`config.mk`:
```
export PLATFORM = sky130hd
export DESIGN_NAME = hilo_muldiv_ctrl_flat
export DESIGN_NICKNAME = d
export VERILOG_FILES = /design/src/rtl/hilo_muldiv_ctrl_pkg.sv /design/src/rtl/hilo_muldiv_ctrl_if.sv /design/src/rtl/hilo_muldiv_ctrl_div_step.sv /design/src/rtl/hilo_muldiv_ctrl.sv /design/src/flat_wrapper.sv
export SDC_FILE = /design/constraint.sdc
export NUM_CORES = 2
export LEC_CHECK = 0
export ABC_AREA = 1
export BUFFER_PORTS_ARGS = -buffer_cell sky130_fd_sc_hd__clkbuf_2
export CORE_MARGIN = 8
export CORE_UTILIZATION = 60
export CTS_BUF_LIST = sky130_fd_sc_hd__clkbuf_16
export CTS_CLUSTER_DIAMETER = 80
export DETAILED_ROUTE_END_ITERATION = 10
export GPL_TIMING_DRIVEN = 0
export MAX_ROUTING_LAYER = met4
export PLACE_DENSITY = 0.77
export REMOVE_ABC_BUFFERS = 1
export SYNTH_ARGS = -nofsm -noshare
export SYNTH_HDL_FRONTEND = slang
export SYNTH_SLANG_ARGS = --single-unit
```
`constraint.sdc`:
```
create_clock -name clk -period 9.2 [get_ports clk]
set_input_delay 1.38 -clock clk [delete_from_list [all_inputs] [get_ports clk]]
set_output_delay 1.38 -clock clk [all_outputs]
set_load 0.01 [all_outputs]
```
`src/rtl/hilo_muldiv_ctrl_pkg.sv`:
```
// Shared op codes, FSM state encoding and op decode helpers
// for the execute-stage HI/LO multiply/divide sequencer.
package hilo_muldiv_ctrl_pkg;

    typedef logic [1:0] md_op_t;

    localparam md_op_t MD_MULT  = 2'b00;
    localparam md_op_t MD_MULTU = 2'b01;
    localparam md_op_t MD_DIV   = 2'b10;
    localparam md_op_t MD_DIVU  = 2'b11;

    typedef enum logic [1:0] {
        ST_IDLE = 2'b00,
        ST_MUL  = 2'b01,
        ST_DIV  = 2'b10,
        ST_DONE = 2'b11
    } md_state_e;

    function automatic logic op_is_div(md_op_t op);
        return op[1];
    endfunction

    function automatic logic op_is_signed(md_op_t op);
        return ~op[0];
    endfunction

endpackage

```
`src/rtl/hilo_muldiv_ctrl_if.sv`:
```
// E-stage request / HI/LO write-port bundle between the
// pipeline (master) and the mul/div sequencer (slave).
interface hilo_muldiv_ctrl_if
    import hilo_muldiv_ctrl_pkg::*;
#(
    parameter int WIDTH = 32
);
    logic             flushE;
    logic             startE;
    md_op_t           opE;
    logic [WIDTH-1:0] srcaE;
    logic [WIDTH-1:0] srcbE;
    logic             stall_o;
    logic             hilo_we_o;
    logic [WIDTH-1:0] hi_o;
    logic [WIDTH-1:0] lo_o;

    modport master (
        output flushE, startE, opE, srcaE, srcbE,
        input  stall_o, hilo_we_o, hi_o, lo_o
    );

    modport slave (
        input  flushE, startE, opE, srcaE, srcbE,
        output stall_o, hilo_we_o, hi_o, lo_o
    );
endinterface

```
`src/rtl/hilo_muldiv_ctrl_div_step.sv`:
```
// One restoring-division step on unsigned magnitudes:
// shift {rem,quo} left, subtract divisor if it fits.
module hilo_muldiv_ctrl_div_step #(
    parameter int WIDTH = 32
) (
    input  logic [WIDTH-1:0] rem_i,
    input  logic [WIDTH-1:0] quo_i,
    input  logic [WIDTH-1:0] div_i,
    output logic [WIDTH-1:0] rem_o,
    output logic [WIDTH-1:0] quo_o
);
    logic [WIDTH:0] sh;
    logic [WIDTH:0] diff;

    // rem_i < div_i, so the shifted partial remainder fits WIDTH+1 bits
    assign sh    = {rem_i, quo_i[WIDTH-1]};
    assign diff  = sh - {1'b0, div_i};
    assign rem_o = diff[WIDTH] ? sh[WIDTH-1:0] : diff[WIDTH-1:0];
    assign quo_o = {quo_i[WIDTH-2:0], ~diff[WIDTH]};
endmodule

```
`src/rtl/hilo_muldiv_ctrl.sv`:
```
// Execute-stage MULT/MULTU/DIV/DIVU sequencer owning the HI/LO
// write port; stalls F/D/E while busy, then pulses one write.
module hilo_muldiv_ctrl
    import hilo_muldiv_ctrl_pkg::*;
#(
    parameter int WIDTH = 32
) (
    input  logic               clk,
    input  logic               rst,
    hilo_muldiv_ctrl_if.slave  md
);
    localparam int CW = $clog2(WIDTH);

    md_state_e        state_q, state_d;
    md_op_t           op_q, op_d;
    logic [WIDTH-1:0] a_q, a_d;
    logic [WIDTH-1:0] b_q, b_d;
    logic [WIDTH-1:0] rem_q, rem_d;
    logic [WIDTH-1:0] quo_q, quo_d;
    logic [WIDTH-1:0] hi_q, hi_d;
    logic [WIDTH-1:0] lo_q, lo_d;
    logic [CW-1:0]    cnt_q, cnt_d;

    logic               sgn;
    logic               q_neg;
    logic               r_neg;
    logic [WIDTH-1:0]   dmag;
    logic [WIDTH-1:0]   rem_nx;
    logic [WIDTH-1:0]   quo_nx;
    logic [2*WIDTH-1:0] ext_a;
    logic [2*WIDTH-1:0] ext_b;
    logic [2*WIDTH-1:0] prod;

    assign sgn   = op_is_signed(op_q);
    assign q_neg = sgn & (a_q[WIDTH-1] ^ b_q[WIDTH-1]);
    assign r_neg = sgn & a_q[WIDTH-1];
    assign dmag  = (sgn & b_q[WIDTH-1]) ? -b_q : b_q;

    // low 2W bits of the extended product are the signed/unsigned result
    assign ext_a = {{WIDTH{sgn & a_q[WIDTH-1]}}, a_q};
    assign ext_b = {{WIDTH{sgn & b_q[WIDTH-1]}}, b_q};
    assign prod  = ext_a * ext_b;

    hilo_muldiv_ctrl_div_step #(.WIDTH(WIDTH)) u_step (
        .rem_i (rem_q),
        .quo_i (quo_q),
        .div_i (dmag),
        .rem_o (rem_nx),
        .quo_o (quo_nx)
    );

    always_comb begin
        state_d = state_q;
        op_d    = op_q;
        a_d     = a_q;
        b_d     = b_q;
        rem_d   = rem_q;
        quo_d   = quo_q;
        hi_d    = hi_q;
        lo_d    = lo_q;
        cnt_d   = cnt_q;
        if (md.flushE) begin
            state_d = ST_IDLE;
        end else begin
            unique case (state_q)
                ST_IDLE: begin
                    if (md.startE) begin
                        op_d = md.opE;
                        a_d  = md.srcaE;
                        b_d  = md.srcbE;
                        if (!op_is_div(md.opE)) begin
                            state_d = ST_MUL;
                        end else if (md.srcbE == '0) begin
                            state_d = ST_DONE;
                            hi_d    = md.srcaE;
                            lo_d    = '1;
                        end else begin
                            state_d = ST_DIV;
                            cnt_d   = '0;
                            rem_d   = '0;
                            quo_d   = (op_is_signed(md.opE) &&
                                       md.srcaE[WIDTH-1])
                                      ? -md.srcaE : md.srcaE;
                        end
                    end
                end
                ST_MUL: begin
                    {hi_d, lo_d} = prod;
                    state_d      = ST_DONE;
                end
                ST_DIV: begin
                    rem_d = rem_nx;
                    quo_d = quo_nx;
                    cnt_d = cnt_q + 1'b1;
                    if (cnt_q == CW'(WIDTH - 1)) begin
                        hi_d    = r_neg ? -rem_nx : rem_nx;
                        lo_d    = q_neg ? -quo_nx : quo_nx;
                        state_d = ST_DONE;
                    end
                end
                ST_DONE: begin
                    state_d = ST_IDLE;
                end
            endcase
        end
    end

    always_ff @(posedge clk) begin
        if (rst) begin
            state_q <= ST_IDLE;
            op_q    <= MD_MULT;
            a_q     <= '0;
            b_q     <= '0;
            rem_q   <= '0;
            quo_q   <= '0;
            hi_q    <= '0;
            lo_q    <= '0;
            cnt_q   <= '0;
        end else begin
            state_q <= state_d;
            op_q    <= op_d;
            a_q     <= a_d;
            b_q     <= b_d;
            rem_q   <= rem_d;
            quo_q   <= quo_d;
            hi_q    <= hi_d;
            lo_q    <= lo_d;
            cnt_q   <= cnt_d;
        end
    end

    assign md.stall_o = ~rst & ~md.flushE &
                        ((state_q == ST_IDLE && md.startE) ||
                         state_q == ST_MUL ||
                         state_q == ST_DIV);
    assign md.hilo_we_o = ~rst & ~md.flushE &
                          (state_q == ST_DONE);
    assign md.hi_o = hi_q;
    assign md.lo_o = lo_q;
endmodule

```
`src/flat_wrapper.sv`:
```
// flat-port wrapper written by rule: the top's interface ports become plain ports
module hilo_muldiv_ctrl_flat import hilo_muldiv_ctrl_pkg::*;
#(
    parameter int WIDTH = 32
)
  (clk, rst, md_flushE, md_startE, md_opE, md_srcaE, md_srcbE, md_stall_o, md_hilo_we_o, md_hi_o, md_lo_o);
  hilo_muldiv_ctrl_if #(.WIDTH(WIDTH)) md_i ();
  input  logic clk;
  input  logic rst;
  input wire logic [$bits(md_i.flushE)-1:0] md_flushE;
  input wire logic [$bits(md_i.startE)-1:0] md_startE;
  input wire logic [$bits(md_i.opE)-1:0] md_opE;
  input wire logic [$bits(md_i.srcaE)-1:0] md_srcaE;
  input wire logic [$bits(md_i.srcbE)-1:0] md_srcbE;
  output wire logic [$bits(md_i.stall_o)-1:0] md_stall_o;
  output wire logic [$bits(md_i.hilo_we_o)-1:0] md_hilo_we_o;
  output wire logic [$bits(md_i.hi_o)-1:0] md_hi_o;
  output wire logic [$bits(md_i.lo_o)-1:0] md_lo_o;
  assign md_i.flushE = md_flushE;
  assign md_i.startE = md_startE;
  assign md_i.opE = md_opE;
  assign md_i.srcaE = md_srcaE;
  assign md_i.srcbE = md_srcbE;
  assign md_stall_o = md_i.stall_o;
  assign md_hilo_we_o = md_i.hilo_we_o;
  assign md_hi_o = md_i.hi_o;
  assign md_lo_o = md_i.lo_o;
  hilo_muldiv_ctrl #(.WIDTH(WIDTH)) u_core (.clk(clk), .rst(rst), .md(md_i));
endmodule
```
==> results.txt <==
----------------------------------------------------
[Power and ir drop]
  Share of total power consumed by net switching ... around 55%
  Clock power frac ... 12.3%
  Internal power ... 2.823 mW
  Share of total power in combinational logic ... slightly below 70%
  Switching power ... 3.516 mW
  Lkg Pwr ... about 31 nW
  Power Density ... 113.1 nW/um^2
  Seq pwr share ... 18.7%
  Max IR drop VDD ... 0.1213 mV

[Final layout]
  Utilization of the core after routing ... 63.30%
  Number of nets in the finished design ... 8549
  Number of cells in the finished layout apart from fillers ... roughly 8.3k
  Share of final-layout standard cells stronger than drive strength 1 ... 5.162%
  FILL cells ... about 7.8k
  FF/Latch Area ... 4106 sq um
  Final cell area excluding filler cells ... 56030 sq um
  Multi-input combinational cell area ... around 41000 sq um
  Synth-to-Final Area Change ... 4.288%

[Yosys]
  Cell taking the most area after synthesis ... sky130_fd_sc_hd__fa_1
  Post-synthesis instance total ... 7269
  Mean area per synthesized cell ... about 7.4 sq um
  Proportion of synthesized flip-flops having asynchronous set or reset ... 0%
  Yosys warns ... 0
  Netlist area before placement ... about 54000 sq um
  Count of flip-flops with a built-in enable after synthesis ... 0
  Most common library cells after synthesis ... sky130_fd_sc_hd__inv_1, sky130_fd_sc_hd__nand2_1, sky130_fd_sc_hd__fa_1
  Yosys top cell area share ... a little over two fifths
  Share of the yosys chip area belonging to registers ... 7.453%
  Register bit total from synthesis ... 200
  Library cell with the highest instance count after synthesis ... sky130_fd_sc_hd__inv_1
  Count of unique library cells instantiated by Yosys ... 62
  Primary flip-flop cell chosen by synthesis mapping ... sky130_fd_sc_hd__dfxtp_1
  Dominant cells by area after synthesis ... sky130_fd_sc_hd__fa_1, sky130_fd_sc_hd__inv_1, sky130_fd_sc_hd__nand2_1

[Critical path]
  Crit path capture type ... flip-flop
  Worst flop-to-flop path startpoint ... u_core.b_q[3]
  Signal arrival time at the worst endpoint ... 9.31 ns
  Logic depth of the worst register-to-register path ... 28
  Reg2Reg Capture Point ... u_core.md.hi_o[20]
  Worst Path Required ... 9.54 ns
  Cell seen most often among critical-path stages ... sky130_fd_sc_hd__fa_1
  CP startpoint kind ... flip-flop
  Slowest Stage Delay on Critical Path ... 0.71 ns
  Critical-path cell with the highest stage delay ... sky130_fd_sc_hd__fa_1
  Setup slack of the worst register-to-register path ... between 0.2 and 0.25 ns
  Biggest fanout along the worst timing path ... 36
  Type of the worst setup path ... flip-flop to flip-flop

[STA]
  Final-report max-slew violation count ... 0
  Worst slew slack as a fraction of its limit ... 12.92%
  Worst clock skew on the final layout ... about 0.016 ns
  Worst-case hold slack ... 0.4717 ns
  Final critical-path share of the clock period ... between 90% and 100%
  Maximum clock rate ... ~0.11 GHz
  Setup Viol. Count Final ... 0
  Hold Vio Cnt, Final ... 0
  Transition time at the pin with the least slew margin ... between 1 and 1.5 ns
  Final critical-path required period ... between 8 and 9 ns

[Floorplanning]
  Die width ... 315.2 um
  Ports placed on the boundary ... 136
  Number of core rows ... approximately 110
  Starting utilization of the core area ... 60.70%
  Area of the die ... 99370 sq um
  Die Ht ... 315.2 um
  Core area ... about 89000 sq um

[Detailed routing]
  Vias per cell ... between 5 and 6
  Final routed wire length divided by cell count ... 18.85 um
  Routed Antenna Nets ... 0
  Total vias in the final route ... between 40k and 50k
  Drt total wl ... 156.1 mm
  Number of remaining DRC errors ... 0
  Detailed-router iteration count before antenna repair ... 7
  First DRT Iteration DRCs ... ~4.1k

[GRT]
  Vias in the first global route ... 47.92k
  Global-route wire length before repair ... 254.6 mm
  Overflow left after global routing ... 0
  Total global routing track utilization ... 33.08%
  Antenna violations before repair ... 12
  Pin count of the biggest net entering global routing ... 102

[Placement]
  Estimated wirelength of the detail-placed design ... 126.7 mm
  Count of input and output buffers ... approximately 140
  Post-DP Area ... 55160 sq um
  Global placer's final weighted congestion ... approximately 0.99
  Placed cell count ... 8227

[Clock tree]
  Number of clock buffers inserted by TritonCTS ... 17
  CTS Hold Buffers Added ... 0
  Clock Path Buffers ... 2
  Clock-pin slew of the registers on the worst-case setup and hold paths ... 0.09 ns
  Sink Count ... 200
  Clock H-tree levels ... 4
  Buffer cell driving the clock tree root ... sky130_fd_sc_hd__clkbuf_16
  Clk_lat worst skew ... roughly 0.45 ns
  Clock tree from TritonCTS ... built

[Status]
  Outcome ... complete, no violations

[Min path]
  Worst hold path cell count ... 2
  Worst min-delay path category ... flip-flop to flip-flop
  Hold worst-path end ... u_core.md.hi_o[14]
  Worst hold path startpoint ... u_core.md.hi_o[14]

[Flow run]
  Max-cap check violation count ... 0

----------------------------------------------------
flip-flops by register name (all words and copies together), names as in the netlist:
name,cells
u_core.quo_q,32
u_core.cnt_q,5
u_core.state_q,2
u_core.a_q,32
u_core.md.hi_o,32
u_core.b_q,32
u_core.md.lo_o,32
u_core.rem_q,32
u_core.op_q,1
area by class of cell:
cell class | count | area share [%]
repair buffers | 181 | 2.644
clock inverters | 15 | 0.3149
diodes | 9 | 0.04020
well taps | 1165 | 2.602
flip-flops and latches | 200 | 7.329
clock buffers | 17 | 0.7593
multi-input cells | 4811 | 73.66
inverters | 1886 | 12.65
cell usage in the layout (no fill, tap or decap), types with 23 or more instances in the layout:
cell type / synthesis / routed
sky130_fd_sc_hd__a21oi_1: 337 / 337
sky130_fd_sc_hd__a31oi_1: 44 / 44
sky130_fd_sc_hd__buf_12: 1 / 28
sky130_fd_sc_hd__clkbuf_2: 0 / 134
sky130_fd_sc_hd__dfxtp_1: 200 / 136
sky130_fd_sc_hd__dfxtp_2: 0 / 55
sky130_fd_sc_hd__fa_1: 1126 / 1125
sky130_fd_sc_hd__ha_1: 256 / 254
sky130_fd_sc_hd__inv_1: 1870 / 1866
sky130_fd_sc_hd__nand2_1: 1824 / 1823
sky130_fd_sc_hd__nand3_1: 209 / 208
sky130_fd_sc_hd__nand4_1: 40 / 40
sky130_fd_sc_hd__nor2_1: 381 / 376
sky130_fd_sc_hd__nor3_1: 44 / 44
sky130_fd_sc_hd__o211ai_1: 31 / 31
sky130_fd_sc_hd__o21ai_0: 244 / 244
sky130_fd_sc_hd__xnor2_1: 23 / 23
sky130_fd_sc_hd__xor2_1: 68 / 68
logic make-up (layout without fill, tap and decap cells):
| kind of cell | Yosys count | in the layout | synth area share [%] |
|---|---|---|---|
| adders and majority gates | 1382 | 1382 | 47.92 |
| other | 0 | 9 | 0 |
| DFF | 200 | 200 | 7.453 |
| buffers and inverters | 2258 | 2099 | 15.87 |
| AOI/OAI and AO/OA | 743 | 743 | 7.676 |
| and+or+nand+nor | 2595 | 2595 | 19.60 |
| xor gates and xnor gates | 91 | 91 | 1.484 |
power groups by stage:
| stage | Clock (mW) | Sequential (mW) | Combinational (mW) |
|---|---|---|---|
| detailed placement | 0 | 1.20 | 4.30 |
| CTS | 0.777 | 1.18 | 4.34 |
| finish | 0.778 | 1.19 | 4.37 |
| global route | 0.813 | 1.19 | 4.95 |
| floorplan | 0 | 1.10 | 2.91 |
| global placement | 0 | 1.29 | 4.09 |
worst max-delay path: cells and delay by family (launching register included):
kind	cells	cell delay [ns]
buffers and inverters	5	0.47
flip-flops	1	0.69
AND/OR/NAND/NOR	8	1.70
AO/OA/AOI/OAI	6	1.36
adder cells (fa/ha/maj)	9	4.54
worst max path at each step:
stage,startpoint,to
after floorplan,u_core.b_q[31],u_core.md.hi_o[20]
after global placement,u_core.b_q[31],u_core.md.hi_o[20]
after detailed placement,u_core.b_q[31],u_core.md.hi_o[20]
after CTS,u_core.b_q[2],u_core.md.hi_o[20]
after global routing,u_core.b_q[3],u_core.md.hi_o[21]
final,u_core.b_q[3],u_core.md.hi_o[20]
per-layer routing:
layer	global-route usage, %	wire [um]
met1	43.23	62930
met2	52.66	72870
met3	5.205	14330
met4	11.65	5988
met5	-	0
repair_timing:
| action | 4_1_cts | 5_1_grt |
|---|---|---|
| gates resized for setup | 10 | 6 |
| gates cloned | 0 | 0 |
| setup buffers | 0 | 15 |
| setup endpoints to repair | 31 | 13 |
| pin swaps | 0 | 1 |
stage by stage:
| stage | total power, mW | setup slack, ns | setup TNS (ns) |
|---|---|---|---|
| floorplan | 4.017 | 0.9372 | 0 |
| global placement | 5.374 | -2.831 | -61.98 |
| detailed placement | 5.493 | -1.207 | -11.12 |
| CTS | 6.297 | 0.06286 | 0 |
| global route | 6.951 | -0.01973 | -0.01973 |
| finish | 6.339 | 0.2369 | 0 |
(Power assumes the default switching activity.)
